`src/rtl/unidade_mult_div_pkg.sv`:
```
// rtl/unidade_mult_div_pkg.sv - shared opcodes, state encoding and sizes for the mult/div unit
package unidade_mult_div_pkg;

  localparam int DATA_W     = 32;
  localparam int ITER_COUNT = 32;
  localparam int CNT_W      = 6;

  typedef enum logic [1:0] {
    OP_MULT  = 2'b00,
    OP_MULTU = 2'b01,
    OP_DIV   = 2'b10,
    OP_DIVU  = 2'b11
  } op_e;

  typedef enum logic [1:0] {
    OCIOSO  = 2'b00,
    CALCULA = 2'b01,
    AJUSTE  = 2'b10,
    FIM     = 2'b11
  } estado_e;

  // Two's-complement magnitude; 0x80000000 maps to itself, which is exactly the unsigned magnitude.
  function automatic logic [DATA_W-1:0] magnitude(input logic [DATA_W-1:0] v, input logic signed_op);
    return (signed_op && v[DATA_W-1]) ? (~v + DATA_W'(1)) : v;
  endfunction

endpackage

```
`src/rtl/unidade_mult_div.sv`:
```
// rtl/unidade_mult_div.sv - iterative MULT/MULTU/DIV/DIVU unit with HI/LO registers
// One 64-bit shift register serves both shift-add multiply and restoring divide.
module unidade_mult_div
  import unidade_mult_div_pkg::*;
(
  input  logic              Clock,
  input  logic              Reset,
  input  logic              Inicio,
  input  logic [1:0]        Operacao,
  input  logic [DATA_W-1:0] OperandoA,
  input  logic [DATA_W-1:0] OperandoB,
  input  logic              EscreveHi,
  input  logic              EscreveLo,
  output logic              Ocupado,
  output logic              Pronto,
  output logic              DivPorZero,
  output logic [DATA_W-1:0] Hi,
  output logic [DATA_W-1:0] Lo
);

  estado_e                 estado_q, estado_d;
  logic [CNT_W-1:0]        cnt_q, cnt_d;
  logic [2*DATA_W-1:0]     acc_q, acc_d;
  logic [DATA_W-1:0]       b_q, b_d;
  logic                    is_div_q, is_div_d;
  logic                    sa_q, sa_d;
  logic                    sb_q, sb_d;
  logic                    zero_q, zero_d;
  logic [DATA_W-1:0]       hi_q, hi_d;
  logic [DATA_W-1:0]       lo_q, lo_d;

  logic                    start_signed;
  logic                    start_div;
  logic [DATA_W:0]         mul_sum;
  logic [DATA_W:0]         div_shift;
  logic                    div_ge;
  logic [DATA_W-1:0]       div_rem;
  logic [2*DATA_W-1:0]     prod_fix;
  logic [DATA_W-1:0]       quo_fix;
  logic [DATA_W-1:0]       rem_fix;

  // State register and all datapath flops
  always_ff @(posedge Clock) begin
    if (Reset) begin
      estado_q <= OCIOSO;
      cnt_q    <= '0;
      acc_q    <= '0;
      b_q      <= '0;
      is_div_q <= 1'b0;
      sa_q     <= 1'b0;
      sb_q     <= 1'b0;
      zero_q   <= 1'b0;
      hi_q     <= '0;
      lo_q     <= '0;
    end else begin
      estado_q <= estado_d;
      cnt_q    <= cnt_d;
      acc_q    <= acc_d;
      b_q      <= b_d;
      is_div_q <= is_div_d;
      sa_q     <= sa_d;
      sb_q     <= sb_d;
      zero_q   <= zero_d;
      hi_q     <= hi_d;
      lo_q     <= lo_d;
    end
  end

  always_comb begin
    estado_d = estado_q;
    case (estado_q)
      OCIOSO:  if (Inicio) estado_d = CALCULA;
      CALCULA: if (cnt_q == CNT_W'(ITER_COUNT - 1)) estado_d = AJUSTE;
      AJUSTE:  estado_d = FIM;
      FIM:     estado_d = OCIOSO;
      default: estado_d = OCIOSO;
    endcase
  end

  always_comb begin
    Ocupado    = 1'b0;
    Pronto     = 1'b0;
    DivPorZero = 1'b0;
    case (estado_q)
      CALCULA, AJUSTE: Ocupado = 1'b1;
      FIM: begin
        Pronto     = 1'b1;
        DivPorZero = zero_q;
      end
      default: ;
    endcase
  end

  assign Hi = hi_q;
  assign Lo = lo_q;

  assign start_signed = (Operacao == OP_MULT) || (Operacao == OP_DIV);
  assign start_div    = (Operacao == OP_DIV)  || (Operacao == OP_DIVU);

  // Multiply step: add multiplicand into the upper half when the low bit is set, then shift right.
  assign mul_sum = acc_q[0] ? ({1'b0, acc_q[2*DATA_W-1:DATA_W]} + {1'b0, b_q})
                            : {1'b0, acc_q[2*DATA_W-1:DATA_W]};

  // Divide step: shift {rem,quo} left, keep the trial subtraction only if it does not go negative.
  assign div_shift = acc_q[2*DATA_W-1:DATA_W-1];
  assign div_ge    = div_shift >= {1'b0, b_q};
  assign div_rem   = div_shift[DATA_W-1:0] - b_q;

  assign prod_fix = (sa_q ^ sb_q) ? (~acc_q + (2*DATA_W)'(1)) : acc_q;
  assign quo_fix  = (sa_q ^ sb_q) ? (~acc_q[DATA_W-1:0] + DATA_W'(1)) : acc_q[DATA_W-1:0];
  assign rem_fix  = sa_q ? (~acc_q[2*DATA_W-1:DATA_W] + DATA_W'(1)) : acc_q[2*DATA_W-1:DATA_W];

  always_comb begin
    cnt_d    = cnt_q;
    acc_d    = acc_q;
    b_d      = b_q;
    is_div_d = is_div_q;
    sa_d     = sa_q;
    sb_d     = sb_q;
    zero_d   = zero_q;
    hi_d     = hi_q;
    lo_d     = lo_q;
    case (estado_q)
      OCIOSO: begin
        if (Inicio) begin
          cnt_d    = '0;
          acc_d    = {{DATA_W{1'b0}}, magnitude(OperandoA, start_signed)};
          b_d      = magnitude(OperandoB, start_signed);
          is_div_d = start_div;
          sa_d     = start_signed & OperandoA[DATA_W-1];
          sb_d     = start_signed & OperandoB[DATA_W-1];
          zero_d   = start_div && (OperandoB == '0);
        end else begin
          if (EscreveHi) hi_d = OperandoA;
          if (EscreveLo) lo_d = OperandoA;
        end
      end
      CALCULA: begin
        cnt_d = cnt_q + CNT_W'(1);
        if (is_div_q) begin
          acc_d = div_ge ? {div_rem, acc_q[DATA_W-2:0], 1'b1}
                         : {div_shift[DATA_W-1:0], acc_q[DATA_W-2:0], 1'b0};
        end else begin
          acc_d = {mul_sum, acc_q[DATA_W-1:1]};
        end
      end
      AJUSTE: begin
        if (is_div_q) begin
          if (!zero_q) begin
            hi_d = rem_fix;
            lo_d = quo_fix;
          end
        end else begin
          hi_d = prod_fix[2*DATA_W-1:DATA_W];
          lo_d = prod_fix[DATA_W-1:0];
        end
      end
      default: ;
    endcase
  end

endmodule

```
`config.mk`:
```
export PLATFORM = sky130hd
export DESIGN_NAME = unidade_mult_div
export DESIGN_NICKNAME = d
export VERILOG_FILES = /design/src/rtl/unidade_mult_div_pkg.sv /design/src/rtl/unidade_mult_div.sv
export SDC_FILE = /design/constraint.sdc
export NUM_CORES = 1
export LEC_CHECK = 0
export CORE_UTILIZATION = 45
export CTS_BUF_LIST = sky130_fd_sc_hd__clkbuf_4 sky130_fd_sc_hd__clkbuf_8
export CTS_CLUSTER_DIAMETER = 150
export CTS_CLUSTER_SIZE = 28
export DETAILED_ROUTE_END_ITERATION = 10
export PLACE_DENSITY = 0.72
export SLEW_MARGIN = 20
export SYNTH_ARGS = -nofsm -noshare
export SYNTH_HDL_FRONTEND = slang
export SYNTH_SLANG_ARGS = --single-unit
```
`constraint.sdc`:
```
create_clock -name Clock -period 3.7 [get_ports Clock]
set_input_delay 0.555 -clock Clock [delete_from_list [all_inputs] [get_ports Clock]]
set_output_delay 0.555 -clock Clock [all_outputs]
set_load 0.05 [all_outputs]
```
==> results.toml <==
[pwr]
irDropWorstVdd_mv = 0.3763
power_density_nw_per_um2 = 820.3
static-leakage-power_nw = 6.492

[logic_synthesis]
synth_enable_flop_cells = 0
synthFlopType = "dfxtp_1"
synth_top_cell_by_area = "dfxtp_1"
synth.yosys.warnings = 0
avgSynthCellArea_um2 = 7.347
synth.distinct_cells = 84
synth_area_um2 = 14540
synth.top_cells.by_area = "dfxtp_1 (24%), a21oi_1 (7.6%), ha_1 (6.3%)"
ys_seq_area_share_pct = 23.68
syn_inst = 1979
async_flop_share_pct = 0
synth_fp_nets = 2125
synth_top_area_share_pct = 23.68
ys_ff_latch = 172

[sta]
period_minus_slack_ns = 3.439
relSlewSlack_pct = 32.05
holdWs_ns = 0.4621
finalSetupViolCount = 0
clock_skew_ns = 0.02009
fin_tns_setup_ns = 0
fin_crit_sh_pct = 92.94
setup_ws_ns = 0.2611
fmax_mhz = 290.8
grt_setup_unrepaired = "no"
slew_violations = 0
hold_violations = 0
worst_pin_slew_ns = 1.014

[worst_setup_path]
worstSetupPathType = "reg2reg"
cp-start-kind = "flop"
critPathSlowestCell = "dfxtp_1"
crit_arrival_ns = 3.80
path_cells = "ha_1 > and2_1 > a311o_1 > o31ai_1 > o22ai_1 > nor2_1 > o31ai_1 > mux2i_1 > a2111oi_0 > a211oi_1"
crit_required_ns = 4.06
crit_fanout = 10
crit_top_cell = "o31ai_1"
crit_path_max_incr_delay_ns = 0.63
end_kind = "flop"

[global_route]
grt_pass1_vias = 14480
antenna_found_initial = 0
grt_max_degree = 78
grt-ovfl-total = 0
grt_pass1_wl_um = 78560
grt_util_all_layers_pct = 29.79

[clock_tree]
ctsResizeCount = 0
cts_root_buffer = "clkbuf_8"
clkSinkCount = 172
clock_latency_ns = 0.50
clk_transition_reported_paths_ns = 0.11
cts_tree = "built"
htree_num_levels = 4
ctsHoldBuffers = 0
clockBufferDepth = 2
cts_made_buffers = 17
postCtsSetupBuffers = 0

[route]
dr.pass1.iters = 6
drc_errors = 0
wl_um = 49580
wl_per_cell_um = 20.04
vias_per_cell = 6.221
num_vias = 15390
ant_nets = 0
drt_iter0_markers = 1674

[run_status]
status = "complete, no violations"

[layout]
nets = 2205
seq_area_um2 = 3447
fill_cells = 3026
fin_area_um2 = 16780
postLayoutCoreUtil_pct = 53.04
drive_gt1_share_pct = 6.612
multi_input_area_um2 = 10270
antenna_cells = 0
syn_to_final_growth_pct = 15.41

[worst_hold_path]
hp-class = "reg2reg"

[floorplan]
rows = 65
die_w_um = 181.7
fp.dieH_um = 181.7
initial_utilization_pct = 45.96
io_pins = 138
die-area_um2 = 33030
coreArea_um2 = 31640

[place]
place_ws_ns = 0.2665
place_hpwl_um = 37640
gp_congestion = 1.030
io_buffers = 137
placed_area_um2 = 16370

[run]
max-cap-violations = 0
[layout by cell type, fill, tap and decap left out, types with 17 or more instances in the layout]
cell type / n
mux2i_1: 48
clkbuf_8: 17
a21oi_1: 220
o31ai_1: 26
nand2b_1: 17
xnor2_1: 79
buf_4: 63
clkdlybuf4s50_1: 136
o211ai_1: 39
nand3_1: 41
nor2_1: 198
nor3_1: 43
dfxtp_1: 171
or3_1: 19
a21o_1: 42
a211oi_1: 86
ha_1: 71
a31oi_1: 25
nand2_1: 195
o21ai_0: 115
inv_1: 74
xor2_1: 83
[routing by layer]
layer | track usage (%) | part of all wire, % | vias up
met3 | 4.713 | 8.3 | 131
li1 | - | - | 7330
met4 | 11.76 | 3.6 | 0
met2 | 49.85 | 46 | 780
met1 | 38.20 | 42 | 7150
met5 | 0 | 0 | -
[layout make-up]
type | instances | area share (%)
Inverter | 74 | 1.655
Timing Repair Buffer | 201 | 11.17
Clock inverter | 15 | 1.029
Multi-Input combinational cell | 1593 | 61.21
Sequential cell | 172 | 20.54
Tap cell | 402 | 2.998
Clock buffer | 17 | 1.394
[through the flow]
step                      total power, mW  instances
after floorplan                     9.483       1979
after global placement              12.08       2442
after detailed placement            12.21       2442
after CTS                           13.62       2474
after global routing                14.60       2474
final                               13.76       2474
[worst max-delay path: cells and delay by family (launching register included)]
kind                       cells  cell delay [ns]
AOI/OAI and AO/OA              6             1.54
adders and majority gates      1             0.39
DFF                            1             0.63
muxes                          1             0.15
and+or+nand+nor                2             0.60
[sequential cells by signal, summed over array words and instances (netlist names)]
register  count
sa_q          1
Hi           32
acc_q        64
estado_q      2
cnt_q         6
is_div_q      1
Lo           32
sb_q          1
zero_q        1
b_q          32
[final timing paths]
kind                                start         to  slack [ns]  cells past startpoint
worst max register to register  acc_q[50]  acc_q[62]        0.26                     10
worst min-delay path                Hi[4]      Hi[4]        0.46                      2
worst max-delay path            acc_q[50]  acc_q[62]        0.26                     10
worst min register to register      Hi[4]      Hi[4]        0.46                      2
[cell usage after synthesis (all sizes together) (25+ instances only)]
library cell	count
a211oi	87
a21o	43
a21oi	221
a31oi	25
buf	27
clkbuf	112
dfxtp	172
ha	73
inv	74
mux2i	48
nand2	197
nand3	41
nor2	198
nor3	45
o211ai	39
o21ai	123
o31ai	26
xnor2	80
xor2	83
[kinds of logic after synthesis]
kind of cell	share of synthesized area [%]
XOR/XNOR	9.819
multiplexers	3.769
flip-flops	23.68
adder cells (fa/ha/maj)	6.558
AO/OA/AOI/OAI	29.58
buffers and inverters	5.947
AND/OR/NAND/NOR	20.65
[where the power goes]
part / switching, mW / internal (mW)
Combinational: 5.93 / 3.20
Clock: 0.900 / 0.513
Sequential: 0.732 / 2.48
Total: 7.56 / 6.20
Note: power is estimated with default switching activity, not from simulation.
==> edit (same settings) <==
Take the reset off `b_q`, `hi_q` and `lo_q` and load them in a clocked block of their own.
--- a/src/rtl/unidade_mult_div.sv
+++ b/src/rtl/unidade_mult_div.sv
@@ -45,25 +45,25 @@
       estado_q <= OCIOSO;
       cnt_q    <= '0;
       acc_q    <= '0;
-      b_q      <= '0;
       is_div_q <= 1'b0;
       sa_q     <= 1'b0;
       sb_q     <= 1'b0;
       zero_q   <= 1'b0;
-      hi_q     <= '0;
-      lo_q     <= '0;
     end else begin
       estado_q <= estado_d;
       cnt_q    <= cnt_d;
       acc_q    <= acc_d;
-      b_q      <= b_d;
       is_div_q <= is_div_d;
       sa_q     <= sa_d;
       sb_q     <= sb_d;
       zero_q   <= zero_d;
-      hi_q     <= hi_d;
-      lo_q     <= lo_d;
     end
+  end
+
+  always_ff @(posedge Clock) begin
+    b_q  <= b_d;
+    hi_q <= hi_d;
+    lo_q <= lo_d;
   end
 
   always_comb begin
Check against the original RTL: not equivalent (Yosys sat finds a counterexample within 4 cycles, from zero or initial values and one cycle with Reset high).
==> edit against the unedited design <==
  * Cell area decreased by 1.0%
  * Worst setup slack got worse by 0.00063 ns
  * Routed wire length decreased by 10%
  * Clock skew increased by 0.0044 ns
  * Sequential cell count unchanged
  * Hold slack got worse by 0.14 ns
  * Sequential share of layout area increased by 6.0 points
  * Synthesized area decreased by 3.3%
  * Largest cell class unchanged
  * Sequential power increased by 9.6%
  * Critical path depth increased by 3
  * Fmax about the same
  * Power decreased by 7.7%
  * Largest power group unchanged
  * Non-clock buffer count increased by 20
  * Count of clock-buffer cells in the layout increased by 4
==> edit: results (changes against the unedited design) <==
- Placed instance count: 2,236 (-8.4%)
- Worst slew pin tran: 0.926 ns (-0.0879 ns)
- Post-CTS sizing: 0 (unchanged)
- Clock skew: 0.0245 ns (+0.00442 ns)
- Largest stage delay, worst path: 0.41 ns (-0.22 ns)
- Critical path data arrival time: 3.85 ns (+0.05 ns)
- Placed cell area: 16,200 um2 (-1.0%)
- Layout Nets: 2,005 (-9.1%)
- Global Route Usage Sum: 28.3% (-1.5 points)
- Pin count of the biggest net entering global routing: 55 (-29%)
- Crit-path max FO: 4 (-6)
- Number of global-route vias before repair: 12,753 (-12%)
- Initial antenna violation count: 0 (unchanged)
- Final HPWL DP: 33.9 mm (-9.9%)
- Cell variety after synth: 76 (-9.5%)
- Ys async rst share: 0% (unchanged)
- Most instantiated cells after synthesis: a21oi_1, nand2_1, nor2_1, edfxtp_1, o21ai_0
- Via density per instance: 6.10 (-2.0%)
- Initial DRC count: 1,457 (-13%)
- Peak VDD IR: 0.000508 V (+35%)
- Mapped Cells: 1,722 (-13%)
- Max FFs per register: 64 (unchanged)
- Outcome: finished, final reports clean
- Register area share after synthesis: 31.3% (+7.7 points)
- Layout cell share with drive strength beyond 1: 8.17% (+1.6 points)
- Max-slew violations: 0 (unchanged)
- RePlAce Congestion: 0.972 (-5.6%)
- Wirelength, routed: 44.5 mm (-10%)
- Min-delay worst type: input port to flop
- Pre-CTS setup slack: 0.201 ns (-0.0656 ns)
- Post-synth EDFFs: 96 (+96)
- Static leakage: 6.45 nW (-0.68%)
- Number of detailed-route iterations in the first pass: 5 (-1)
- Synthesized net count: 1,868 (-12%)
- Top post-synthesis cells by area: edfxtp_1, dfxtp_1, a21oi_1
- Slowest library cell on the worst path: fa_1
- Post-route insts no fill: 2,269 (-8.3%)
- First-pass GRT wire length: 70.0 mm (-11%)
-- edit: path summary, 6_finish.rpt --
path / from / to / slack, ns / cells past startpoint
worst min-delay path: Reset / is_div_q$_SDFFE_PP0P_ / 0.33 / 2
worst max-delay path: acc_q[31]$_SDFFE_PP0P_ / acc_q[60]$_SDFFE_PP0P_ / 0.26 / 13
worst min register to register: cnt_q[5]$_SDFFE_PP0P_ / cnt_q[5]$_SDFFE_PP0P_ / 0.52 / 2
worst max register to register: acc_q[31]$_SDFFE_PP0P_ / acc_q[60]$_SDFFE_PP0P_ / 0.26 / 13
-- edit: cells by family after synthesis --
logic type | share of synthesized area [%]
adder cells (fa/ha/maj) | 6.78
AO/OA/AOI/OAI | 24.4
flip-flops | 31.3
AND/OR/NAND/NOR | 17.9
XOR/XNOR | 10.7
multiplexers | 3.86
buffers and inverters | 5.03
-- edit: power breakdown --
part           switching [mW]  total [mW]  internal [mW]  leakage, nW
Combinational            5.09        7.73           2.64         4.72
Sequential              0.568        3.53           2.97         1.54
Clock                   0.790        1.44          0.652        0.196
Total                    6.44        12.7           6.26         6.45
-- edit: final cells by class --
class / instances / area (um2)
multi-input combinational: 1370 / 8990
antenna: 1 / 2.50
sequential: 172 / 4410
clock buffer: 21 / 270
tap: 396 / 495
fill: 2865 / 14100
timing repair buffer: 221 / 2020
inverter: 77 / 289
clock inverter: 11 / 136
-- edit: metal layers --
metal	vias to the layer above	GRT usage [%]	routed length (um)
met5	-	0	0
met4	0	8.86	1080
met3	78	4.05	3490
met2	622	46.2	20500
met1	6563	38.5	19400
li1	6573	-	-
-- edit: critical path: cells and delay by family (launching register included) --
kind                     cells  cell delay (ns)
XOR/XNOR                     1             0.15
AO/OA/AOI/OAI                8             2.03
adder cells (fa/ha/maj)      2             0.61
flip-flops                   1             0.34
buffers and inverters        2             0.23
